`src/rtl/regfile_dump_seq.sv`:
```
// Read-port sequencer: sweeps a wrapping range of register-file lines and streams them out on valid/ready.
// Optional DUMP_CHECKSUM_EN adds a running XOR of accepted words on port csum.
module regfile_dump_seq #(
    parameter int unsigned NUM_REGS = 16,
    parameter int unsigned ADDR_W   = 4,
    parameter int unsigned DATA_W   = 32
) (
    input  logic              clk,
    input  logic              reset,
    input  logic              start,
    input  logic [ADDR_W-1:0] base_line,
    input  logic [ADDR_W:0]   num_lines,
    output logic              read_en,
    output logic [ADDR_W-1:0] read_line,
    input  logic [DATA_W-1:0] rf_data,
    output logic              out_valid,
    input  logic              out_ready,
    output logic [DATA_W-1:0] out_data,
    output logic [ADDR_W-1:0] out_line,
    output logic              out_last,
    output logic              busy,
    output logic              done
`ifdef DUMP_CHECKSUM_EN
    ,
    output logic [DATA_W-1:0] csum
`endif
);

    typedef enum logic [1:0] {
        S_IDLE  = 2'd0,
        S_READ  = 2'd1,
        S_DRAIN = 2'd2,
        S_DONE  = 2'd3
    } state_t;

    localparam logic [ADDR_W:0] REM_ONE  = (ADDR_W+1)'(1);
    localparam logic [ADDR_W:0] REM_FULL = (ADDR_W+1)'(NUM_REGS);

    state_t              state_q, state_d;
    logic [ADDR_W-1:0]   ptr_q, ptr_d;
    logic [ADDR_W:0]     rem_q, rem_d;
    logic                valid_q, valid_d;
    logic [DATA_W-1:0]   data_q, data_d;
    logic [ADDR_W-1:0]   line_q, line_d;
    logic                last_q, last_d;
    logic                accept;
    logic                load;

    always_ff @(posedge clk) begin
        if (reset) begin
            state_q <= S_IDLE;
            ptr_q   <= '0;
            rem_q   <= '0;
            valid_q <= 1'b0;
            data_q  <= '0;
            line_q  <= '0;
            last_q  <= 1'b0;
        end else begin
            state_q <= state_d;
            ptr_q   <= ptr_d;
            rem_q   <= rem_d;
            valid_q <= valid_d;
            data_q  <= data_d;
            line_q  <= line_d;
            last_q  <= last_d;
        end
    end

    always_comb begin
        state_d = state_q;
        ptr_d   = ptr_q;
        rem_d   = rem_q;
        valid_d = valid_q;
        data_d  = data_q;
        line_d  = line_q;
        last_d  = last_q;
        read_en = 1'b0;
        accept  = valid_q && out_ready;
        // The output register may reload whenever it is empty or being drained this cycle.
        load    = (state_q == S_READ) && (!valid_q || out_ready);

        case (state_q)
            S_IDLE: begin
                if (start) begin
                    ptr_d   = base_line;
                    rem_d   = (num_lines == '0) ? REM_FULL : num_lines;
                    state_d = S_READ;
                end
            end
            S_READ: begin
                read_en = load;
                if (load) begin
                    data_d  = rf_data;
                    line_d  = ptr_q;
                    valid_d = 1'b1;
                    last_d  = (rem_q == REM_ONE);
                    ptr_d   = ptr_q + 1'b1;
                    rem_d   = rem_q - 1'b1;
                    if (rem_q == REM_ONE) begin
                        state_d = S_DRAIN;
                    end
                end
            end
            S_DRAIN: begin
                if (accept) begin
                    valid_d = 1'b0;
                    last_d  = 1'b0;
                    state_d = S_DONE;
                end
            end
            S_DONE: begin
                state_d = S_IDLE;
            end
            default: begin
                state_d = S_IDLE;
            end
        endcase
    end

    assign read_line = ptr_q;
    assign out_valid = valid_q;
    assign out_data  = data_q;
    assign out_line  = line_q;
    assign out_last  = last_q;
    assign busy      = (state_q == S_READ) || (state_q == S_DRAIN);
    assign done      = (state_q == S_DONE);

`ifdef DUMP_CHECKSUM_EN
    logic [DATA_W-1:0] csum_q, csum_d;

    always_ff @(posedge clk) begin
        if (reset) begin
            csum_q <= '0;
        end else begin
            csum_q <= csum_d;
        end
    end

    always_comb begin
        csum_d = csum_q;
        if ((state_q == S_IDLE) && start) begin
            csum_d = '0;
        end else if (accept) begin
            csum_d = csum_q ^ data_q;
        end
    end

    assign csum = csum_q;
`endif

endmodule

```
`config.mk`:
```
export PLATFORM = sky130hd
export DESIGN_NAME = regfile_dump_seq
export DESIGN_NICKNAME = d
export VERILOG_FILES = /design/src/rtl/regfile_dump_seq.sv
export SDC_FILE = /design/constraint.sdc
export NUM_CORES = 1
export LEC_CHECK = 0
export BUFFER_PORTS_ARGS = -buffer_cell sky130_fd_sc_hd__buf_2
export CORE_MARGIN = 4
export CORE_UTILIZATION = 42
export DETAILED_ROUTE_END_ITERATION = 8
export MAX_ROUTING_LAYER = met4
export PLACE_DENSITY = 0.75
export SLEW_MARGIN = 20
export SYNTH_ARGS = -nofsm -noshare
export SYNTH_HDL_FRONTEND = slang
export SYNTH_SLANG_ARGS = --single-unit
```
`constraint.sdc`:
```
create_clock -name clk -period 1.9 [get_ports clk]
set_input_delay 0.38 -clock clk [delete_from_list [all_inputs] [get_ports clk]]
set_output_delay 0.38 -clock clk [all_outputs]
set_load 0.01 [all_outputs]
```
## After elaboration in Yosys (flattened, before gate mapping)

Index checks and enable logic that the tools add are counted.
W data, S select, Z words.

- Register bits: 49
- Output and inout bits: 45
- Word-level logic and storage cells: 48
- Bits of input ports: 45

- Reduce and logical (&&, ||, !) cells: 13
- $add $sub $neg: 2
- Multiplexer cells: 18
- Equality and inequality tests: 8

Operators with widths:

| cell | count |
|---|---|
| $mux W5 | 3 |
| $pmux W5 S2 | 1 |
| $mux W2 | 4 |
| $mux W4 | 2 |
| $pmux W2 S4 | 1 |
| $pmux W4 S2 | 1 |
| $ne A2 B2 Y1 const B | 3 |
| $reduce_and A3 Y1 | 2 |
| $eq A5 B1 Y1 const B | 1 |
| $logic_not A5 Y1 | 1 |
| $sub A5 B1 Y5 const B | 1 |
| $add A4 B1 Y4 const B | 1 |
| $eq A2 B2 Y1 const B | 2 |
| $mux W1 | 4 |
| $pmux W1 S2 | 2 |
| $reduce_and A4 Y1 | 1 |
| $reduce_bool A2 Y1 | 2 |
| $eq A2 B1 Y1 const B | 1 |
| $logic_and A1 B1 Y1 | 2 |
| $logic_not A2 Y1 | 1 |
| $logic_or A1 B1 Y1 | 2 |
| $ne A2 B1 Y1 const B | 1 |
| $reduce_and A2 Y1 | 1 |
| $logic_not A1 Y1 | 1 |

## Longest topological paths before layout

Gate-level depths: netlist of the first run.

- Depth in word-level cells: 5
- Gate-level depth with buffers: 9
- Gate-level depth less buffers: 6

## Worst setup path before layout of the first run

OpenSTA, ideal clock, no wires.

- Path type: reg2reg
- Start point: register state_q[1]
- End point: register ptr_q[2] (netlist: read_line[2])
- Period minus slack after synthesis: 1.930 ns
- Slack: -0.030 ns
- Arrival: 1.798 ns
- Required time: 1.768 ns
- Buffers on the path: 3
- Setup time: 0.132 ns
- Stages on the path, launching flop included: 10
- Cell sequence: dfxtp_1 > inv_1 > ha_1 > clkbuf_1 > and3b_1 > buf_2 > or3_1 > clkbuf_1 > o21ai_0 > a21oi_1

- Longest elaborated chain between the ends: 4
- Elaborated cells between the ends (all ways): 8

Ends and longest elaborated chain:

| item | line | text |
|---|---|---|
| start: declaration | 39 | `state_t state_q, state_d;` |
| start signal: assignment | 59 | `state_q <= state_d;` |
| $eq A2 B1 Y1 | 80, 82 |  |
| $logic_and A1 B1 Y1 | 80 | `load = (state_q == S_READ) && (!valid_q \|\| out_ready);` |
| $ne A2 B2 Y1 (no source line) | n/a |  |
| $reduce_and A3 Y1 (no source line) | n/a |  |
| end signal: assignment | 60 | `ptr_q <= ptr_d;` |
| end: declaration | 40 | `logic [ADDR_W-1:0] ptr_q, ptr_d;` |

Several ways; a longest one is shown, not always the timed one.
A chain may end at the register's enable or synchronous reset.

## Worst setup path after layout of the first run

- Start point: register rem_q[1]
- End point: register state_q[1]

- Longest elaborated chain between the ends: 3

Ends and longest elaborated chain:

| item | line | text |
|---|---|---|
| start: declaration | 41 | `logic [ADDR_W:0] rem_q, rem_d;` |
| start signal: assignment | 61 | `rem_q <= rem_d;` |
| $eq A5 B1 Y1 | 99 | `if (rem_q == REM_ONE) begin` |
| $ne A2 B1 Y1 (no source line) | n/a |  |
| $reduce_and A4 Y1 (no source line) | n/a |  |

Every way passes these cells.

==> metrics, run 1 <==
number of top-level pins 90; clk sinks 49; number of DRC violations after detailed routing 0; Die X-Extent 78.39 um; mapped cell area 0.002081 mm2; startpoint-to-endpoint class of the critical path register to register; mean cell area of the mapped netlist 7.912 um2; number of vias after detailed routing 2078; site row count 25; number of nets in the synthesized netlist 316; Async S/R FF share, synth 0%; number of nets at the end of the flow 407; clock tree root driver cell clkbuf_8; critical path data arrival time 2.01 ns; worst path required time 2.07 ns; Yosys warning count 0; ordered cell list for the critical path inv_2 -> ha_4 -> or4b_4 -> a2111oi_4 -> mux2i_1 -> nor2_1; # placed instances 411; Total Routing Usage GR 17.53%; setup clock skew after layout 0.008205 ns; sequential cell area in the final layout 987.2 um2; final count of pins violating max slew 0; TritonCTS Buffers 5; post-DR wirelength/cell 12.66 um; Iter 0 DRT Violations 107; area taken by multi-input logic gates 0.001017 mm2; source-to-sink clock delay at the later pin of the worst-skew pair 0.29 ns; run status finished clean; worst-case reg-to-reg path depth 6; antenna-violating nets left 0; DIE AREA 0.006144 mm2; pin count of the biggest net entering global routing 29; final critical-path share of the clock period 96.83%; shortest period the worst path allows 1.840 ns; most used flip-flop cell after synthesis dfxtp_1; static leakage power 1.284 nW; CTS H-Tree Depth 2; Power Density 1505 mW/mm2; CTS Hold Buffers Added 0; Slowest Stage Delay on Critical Path 0.49 ns; starting density of the core 43.76%; class of the worst hold path input pin to register; worst relative slew slack 63.20%; detailed-router iteration count before antenna repair 4; Design Power 4.208 mW; number of global-route vias before repair 1857; buffer and inverter count on the worst path 1; CTS tree done; proportion of layout cells with a drive suffix above 1 34.93%; number of distinct library cells after synthesis 35; fillers 470; number of buffers on the longest clock path 2; largest driver fanout on the critical path 3; number of failing hold endpoints at the final stage 0; cell at the slowest stage of the critical path or4b_4; number of flops mapped to enable cells by yosys 0; global route overflow 0; Die Y-Extent 78.39 um; slew at the pin closest to its max-slew limit 0.5520 ns; port buffer count 89; post-synthesis cell count 263; proportion of synthesized chip area in sequential cells 47.14%; core box area 0.004755 mm2; non-filler instance count after layout 422; number of violations of the max-capacitance limit 0; Worst-path clk slew 0.09 ns; Detail Placement HPWL 3.791 mm; WL final 5.341 mm; final weighted congestion of routability-driven global placement 0.8572; cell count of the worst hold path 3; CP Launch Type register; number of antenna violations at the first check in global routing 0; cell class contributing the biggest share of worst-path delay simple AND/OR/NAND/NOR gates; area added between synthesis and finish 34.34%; wire length of the first global-routing pass 8.549 mm; antenna diode count 0; number of vias per cell 4.924; final-report setup violation count 0; FF+latch count, synth 49; cell depth of the worst setup path 6; FMAX 543.5 MHz; Worst setup EP type register; Worst IR Drop VDD 0.0008202 V
## power breakdown
| part | leakage [nW] | switching (mW) | total, mW | internal (mW) |
|---|---|---|---|---|
| Combinational | 0.838 | 1.14 | 2.07 | 0.933 |
| Clock | 0.0439 | 0.330 | 0.585 | 0.254 |
| Sequential | 0.402 | 0.222 | 1.55 | 1.33 |
| Total | 1.28 | 1.69 | 4.21 | 2.52 |
## registers in the layout, summed over array words and instances, names as in the netlist
signal,flops
out_line,4
out_last,1
out_valid,1
rem_q,5
read_line,4
out_data,32
state_q,2
## cells in the final DEF (no fill, tap or decap), types with 2 or more instances in the layout
cell	count
a211oi_1	2
a21boi_0	2
a21oi_1	45
buf_2	89
buf_4	9
clkbuf_8	5
clkinv_2	2
dfxtp_1	46
dfxtp_2	2
ha_1	6
inv_1	8
mux2i_1	3
nand2_1	79
nand2b_1	2
nand3_1	3
nor2_1	8
nor2b_1	4
nor3_1	3
nor4_1	3
o21ai_0	7
o22ai_1	2
## routing by layer
layer | vias up | global-route usage (%) | part of all wire (%)
met5 | - | - | 0
met4 | 0 | 5.594 | 2.0
met3 | 12 | 4.243 | 7.4
met2 | 79 | 27.48 | 46
met1 | 933 | 22.37 | 44
li1 | 1054 | - | -
## metrics by stage
step | utilization (%) | hold WS [ns] | setup slack [ns] | cell area, um2 | setup TNS (ns)
2_1_floorplan | - | 0.4764 | 0.009695 | 2083 | 0
4_1_cts | 58.11 | 0.3030 | 0.03730 | 2763 | 0
3_3_place_gp | 55.16 | 0.4392 | 0.06938 | 2623 | 0
5_1_grt | 58.79 | 0.3004 | -0.005518 | 2795 | -0.005518
6_report | 58.79 | 0.3136 | 0.06020 | 2795 | 0
3_5_place_dp | 55.16 | 0.4433 | 0.007748 | 2623 | 0
## path summary, 6_finish.rpt
| check | start | end | slack [ns] |
|---|---|---|---|
| worst max register to register | rem_q[1] | state_q[1] | 0.06 |
| worst min-delay path | rf_data[31] | out_data[31] | 0.31 |
| worst min register to register | out_line[1] | out_line[1] | 0.45 |
| worst max-delay path | rem_q[1] | state_q[1] | 0.06 |
## final cells by class
class | instances | share of cell area, %
Clock buffer | 5 | 2.462
Clock inverter | 3 | 0.6267
Inverter | 10 | 1.432
Multi-Input combinational cell | 187 | 36.39
Sequential cell | 49 | 35.32
Tap cell | 67 | 2.999
Timing Repair Buffer | 101 | 20.77
## kinds of logic (layout without fill, tap and decap cells)
logic type      count (synthesis)  after routing  synth area share [%]
mux                             4              4                 1.984
fa+ha+maj                       8              8                 4.811
compound gates                 64             64                 17.92
simple gates                  111            111                 23.09
flops                          49             49                 47.14
buf+inv                        27            119                 5.051
## tightest hold or removal path: cells and delay by family
family / cells / cell delay [ns]
AND/OR/NAND/NOR: 1 / 0.04
AO/OA/AOI/OAI: 1 / 0.05
buffers and inverters: 1 / 0.09
## Yosys cell counts, types with 4 or more instances
cell type | count | area share [%]
nor2b_1 | 4 | 1.2
inv_1 | 9 | 1.6
clkbuf_1 | 12 | 2.2
ha_1 | 8 | 4.8
dfxtp_1 | 49 | 47
nor2_1 | 8 | 1.4
a21oi_1 | 45 | 11
o21ai_0 | 7 | 1.7
nand2_1 | 80 | 14
## repair_timing
item,CTS,global route
setup buffers,1,1
pin swaps,1,1
endpoints found under the setup margin,2,8
gates resized for setup,5,8
gates cloned,1,0
Note: power is estimated with default switching activity, not from simulation.
==> inputs of run 2 (changes only) <==
CORE_UTILIZATION = 47   (was 42)
PLACE_DENSITY = 0.79   (was 0.75)
clock period = 1.81 ns   (was 1.9 ns; I/O delays follow)
==> metrics, run 2 (synthesized netlist as in run 1, its figures left out) <==
CTS tree done; number of buffers inserted by post-CTS setup repair 0; detailed-routed wire length on met2 2.630 mm; antenna-violating nets left 0; Largest register FFs 32; source-to-sink clock delay at the later pin of the worst-skew pair 0.30 ns; CTS Hold Buffers Added 0; worst-case reg-to-reg path depth 6; commonest cells after routing, fill and taps aside 89 x buf_2, 80 x nand2_1, 47 x dfxtp_1, 45 x a21oi_1; proportion of layout cells with a drive suffix above 1 33.90%; Die X-Extent 74.54 um; destination of the critical timing path state_q[1]; area added between synthesis and finish 32.23%; Power Density 1593 mW/mm2; Worst setup EP type register; number of antenna violations at the first check in global routing 0; worst r2r dst state_q[1]; starting density of the core 50.21%; Area after DPL 0.002630 mm2; clock tree root driver cell clkbuf_8; worst path required time 2.00 ns; Total Routing Usage GR 18.97%; final critical-path share of the clock period 97.61%; wire length of the first global-routing pass 7.990 mm; final-report setup violation count 0; met3 layer wire length in the routed design 347 um; post-DR wirelength/cell 12.87 um; Die Y-Extent 74.54 um; top routing layer in use met4; CTS H-Tree Depth 2; port buffer count 89; detailed-router iteration count before antenna repair 4; Worst R2R Start rem_q[1]; final weighted congestion of routability-driven global placement 0.8668; number of top-level pins 90; non-filler instance count after layout 404; critical path data arrival time 1.96 ns; Design Power 4.384 mW; global route overflow 0; worst relative slew slack 64.82%; met1 wire length 2.165 mm; number of buffers on the longest clock path 2; final count of pins violating max slew 0; antenna diode count 0; run status finished clean; Design Area, Final 0.002751 mm2; class of the worst hold path input pin to register; Worst-path clk slew 0.09 ns; shortest period the worst path allows 1.767 ns; RSZ-0062 raised after global routing true; setup TNS after final layout 0 ns; number of DRC violations after detailed routing 0; startpoint-to-endpoint class of the critical path register to register; TritonCTS Buffers 5; Detail Placement HPWL 3.712 mm; pin count of the biggest net entering global routing 37; number of vias per cell 5.104; Register-to-Register Setup Slack 0.04 ns; clk sinks 49; number of vias after detailed routing 2062; number of violations of the max-capacitance limit 0; final design utilization 66.39%; number of global-route vias before repair 1882; largest driver fanout on the critical path 2; WL final 5.198 mm; core box area 0.004144 mm2; FMAX 566.0 MHz; number of failing hold endpoints at the final stage 0; static leakage power 1.274 nW; # placed instances 396; Worst IR Drop VDD 0.0008963 V; DIE AREA 0.005555 mm2; source of the critical timing path rem_q[1]; setup clock skew after layout 0.005937 ns; leading cell type in the layout, fill and taps excluded buf_2; number of nets at the end of the flow 406; site row count 23; CP Launch Type register; Iter 0 DRT Violations 110; slew at the pin closest to its max-slew limit 0.5230 ns
## run 2: cell count changes in the layout (fill, tap and decap cells not counted), sizes merged
cell,before,now
bufbuf,1,0
inv,10,11
clkinv,2,1
## run 2: through the flow
stage               worst slack [ns]  hold WS (ns)
floorplan                    0.04561        0.4805
global placement             0.04549        0.4385
detailed placement          -0.01193        0.4440
CTS                         0.006354        0.2798
global route                -0.03630        0.2848
finish                       0.04324        0.2868
## run 2: critical path: stages (launching register included)
cell	delay [ns]
dfxtp_1	0.32
inv_1	0.07
ha_1	0.15
or4b_4	0.49
a2111oi_4	0.35
mux2i_1	0.23
nor2_1	0.05
## run 2: worst min path at each step
| stage | cells after the start | endpoint | startpoint |
|---|---|---|---|
| finish | 3 | out_data[27] | rf_data[27] |
| global route | 3 | out_data[16] | rf_data[16] |
| CTS | 3 | out_data[19] | rf_data[19] |
| detailed placement | 2 | out_data[2] | out_data[2] |
| global placement | 2 | out_data[27] | out_data[27] |
| floorplan | 2 | out_data[0] | out_data[0] |
## run 2: layout make-up
type	count	area, um2
clock buffer	5	68.82
fill	361	1393
timing repair buffer	100	565.5
inverter	10	37.54
clock inverter	3	21.27
sequential	49	983.4
tap	50	62.56
multi-input combinational	187	1012
## run 2: metal layers
| layer | track usage (%) | up-vias |
|---|---|---|
| li1 | - | 1054 |
| met1 | 21.88 | 933 |
| met2 | 32.68 | 71 |
| met3 | 4.595 | 4 |
| met4 | 5.336 | 0 |
| met5 | - | - |
## run 2: what timing repair did
action	4_1_cts	5_1_grt
pin swaps	1	0
endpoints found under the setup margin	2	4
resized for setup	4	3
## run 2: where the power goes
part	total, mW	internal [mW]	switching, mW
Sequential	1.59	1.39	0.204
Combinational	2.14	0.943	1.20
Clock	0.647	0.275	0.373
==> inputs of run 3 (changes only) <==
==> constraint.sdc (replaced) <==
create_clock -name clk -period 1.81 [get_ports clk]
set_input_delay 0.2715 -clock clk [delete_from_list [all_inputs] [get_ports clk]]
set_output_delay 0.2715 -clock clk [all_outputs]
set_load 0.01 [all_outputs]
==> metrics, run 3 (synthesized netlist as in run 1, its figures left out) <==
number of vias per cell 5.074; number of DRC violations after detailed routing 0; source-to-sink clock delay at the later pin of the worst-skew pair 0.29 ns; Power Density 1618 mW/mm2; core box area 0.004144 mm2; pin count of the biggest net entering global routing 28; antenna-violating nets left 0; number of top-level pins 90; startpoint-to-endpoint class of the critical path register to register; number of global-route vias before repair 1912; Detail Placement HPWL 3.806 mm; part of the power in combinational logic 47.5%; switching power 1.734 mW; Total Routing Usage GR 19.42%; final weighted congestion of routability-driven global placement 0.8275; shortest period the worst path allows 1.759 ns; proportion of layout cells with a drive suffix above 1 33.52%; number of antenna violations at the first check in global routing 0; critical path data arrival time 1.94 ns; Sw Ratio 39.09%; number of nets at the end of the flow 408; Largest register FFs 32; DIE AREA 0.005555 mm2; relative contribution of the clock network to total power 16.7%; sequential fraction of design power 35.7%; global route overflow 0; final-report setup violation count 0; setup TNS after final layout 0 ns; Worst Hold Margin 0.2147 ns; number of buffers inserted by post-CTS setup repair 0; Worst-path clk slew 0.08 ns; TritonCTS Buffers 5; antenna diode count 0; CTS H-Tree Depth 2; post-DR wirelength/cell 12.84 um; CTS tree done; site row count 23; run status finished clean; Power Internal 2.702 mW; Die Y-Extent 74.54 um; commonest cells after routing, fill and taps aside 89 x buf_2, 80 x nand2_1, 48 x dfxtp_1, 45 x a21oi_1, 12 x buf_4; leading cell type in the layout, fill and taps excluded buf_2; final count of pins violating max slew 0; clock tree root driver cell clkbuf_8; Worst setup EP type register; CTS Hold Buffers Added 0; wire length of the first global-routing pass 8.245 mm; static leakage power 1.283 nW; final critical-path share of the clock period 97.18%; worst path required time 1.99 ns; WL final 5.199 mm; number of buffers on the longest clock path 2; Iter 0 DRT Violations 197; CP Launch Type register; number of violations of the max-capacitance limit 0; Die X-Extent 74.54 um; class of the worst hold path input pin to register; setup clock skew after layout 0.006385 ns; number of vias after detailed routing 2055; clk sinks 49; FMAX 568.5 MHz; worst relative slew slack 64.95%; detailed-router iteration count before antenna repair 4; port buffer count 89; starting density of the core 50.21%; final design utilization 66.15%; largest driver fanout on the critical path 2; number of failing hold endpoints at the final stage 0; slew at the pin closest to its max-slew limit 0.5210 ns; RSZ-0062 raised after global routing true; Worst IR Drop VDD 0.001081 V; area added between synthesis and finish 31.75%
## run 3: power by group through the flow
stage          combinational [mW]  clock, mW  sequential [mW]
3_3_place_gp                 2.04          0             1.60
2_1_floorplan                1.29          0             1.72
5_1_grt                      2.38      0.813             1.62
6_report                     2.11      0.742             1.59
4_1_cts                      2.11      0.763             1.58
3_5_place_dp                 2.10          0             1.61
## run 3: path summary, 6_finish.rpt
path,slack [ns],cells past startpoint,from,to
worst max-delay path,0.05,6,rem_q[1],state_q[1]
worst min register to register,0.45,2,out_data[12],out_data[12]
worst max register to register,0.05,6,rem_q[1],state_q[1]
worst min-delay path,0.21,3,rf_data[1],out_data[1]
## run 3: cell type report
type | count | area, um2
timing repair buffer | 102 | 555.5
fill | 364 | 1403
multi-input combinational | 187 | 999.7
clock inverter | 2 | 35.03
tap | 50 | 62.56
inverter | 10 | 37.54
sequential | 49 | 982.2
clock buffer | 5 | 68.82
## run 3: layer usage
layer	GRT usage, %	vias to the layer above	routed length [um]
met2	31.41	65	2630
met4	8.103	0	99
met3	4.324	12	314
met1	23.26	926	2153
li1	-	1052	-
met5	-	-	0
## run 3: stage by stage
stage	total power, mW	setup slack (ns)	std cells	instance area (um2)
2_1_floorplan	3.008	0.04561	263	2105
3_3_place_gp	3.638	0.04094	398	2633
3_5_place_dp	3.702	0.008111	398	2633
4_1_cts	4.453	0.04405	405	2736
5_1_grt	4.820	-0.02147	405	2741
6_report	4.436	0.05101	405	2741
## run 3: critical path: stages, from the launching register on
cell and delay, ns:
dfxtp_1 0.32, inv_1 0.07, ha_1 0.16, or4b_4 0.50
a2111oi_4 0.35, mux2i_1 0.22, nor2_1 0.05
## run 3: what timing repair did
action | in CTS | in global routing
setup endpoints to repair | 1 | 7
pin swaps | 1 | 0
cloned | 0 | 0
gates resized for setup | 0 | 1
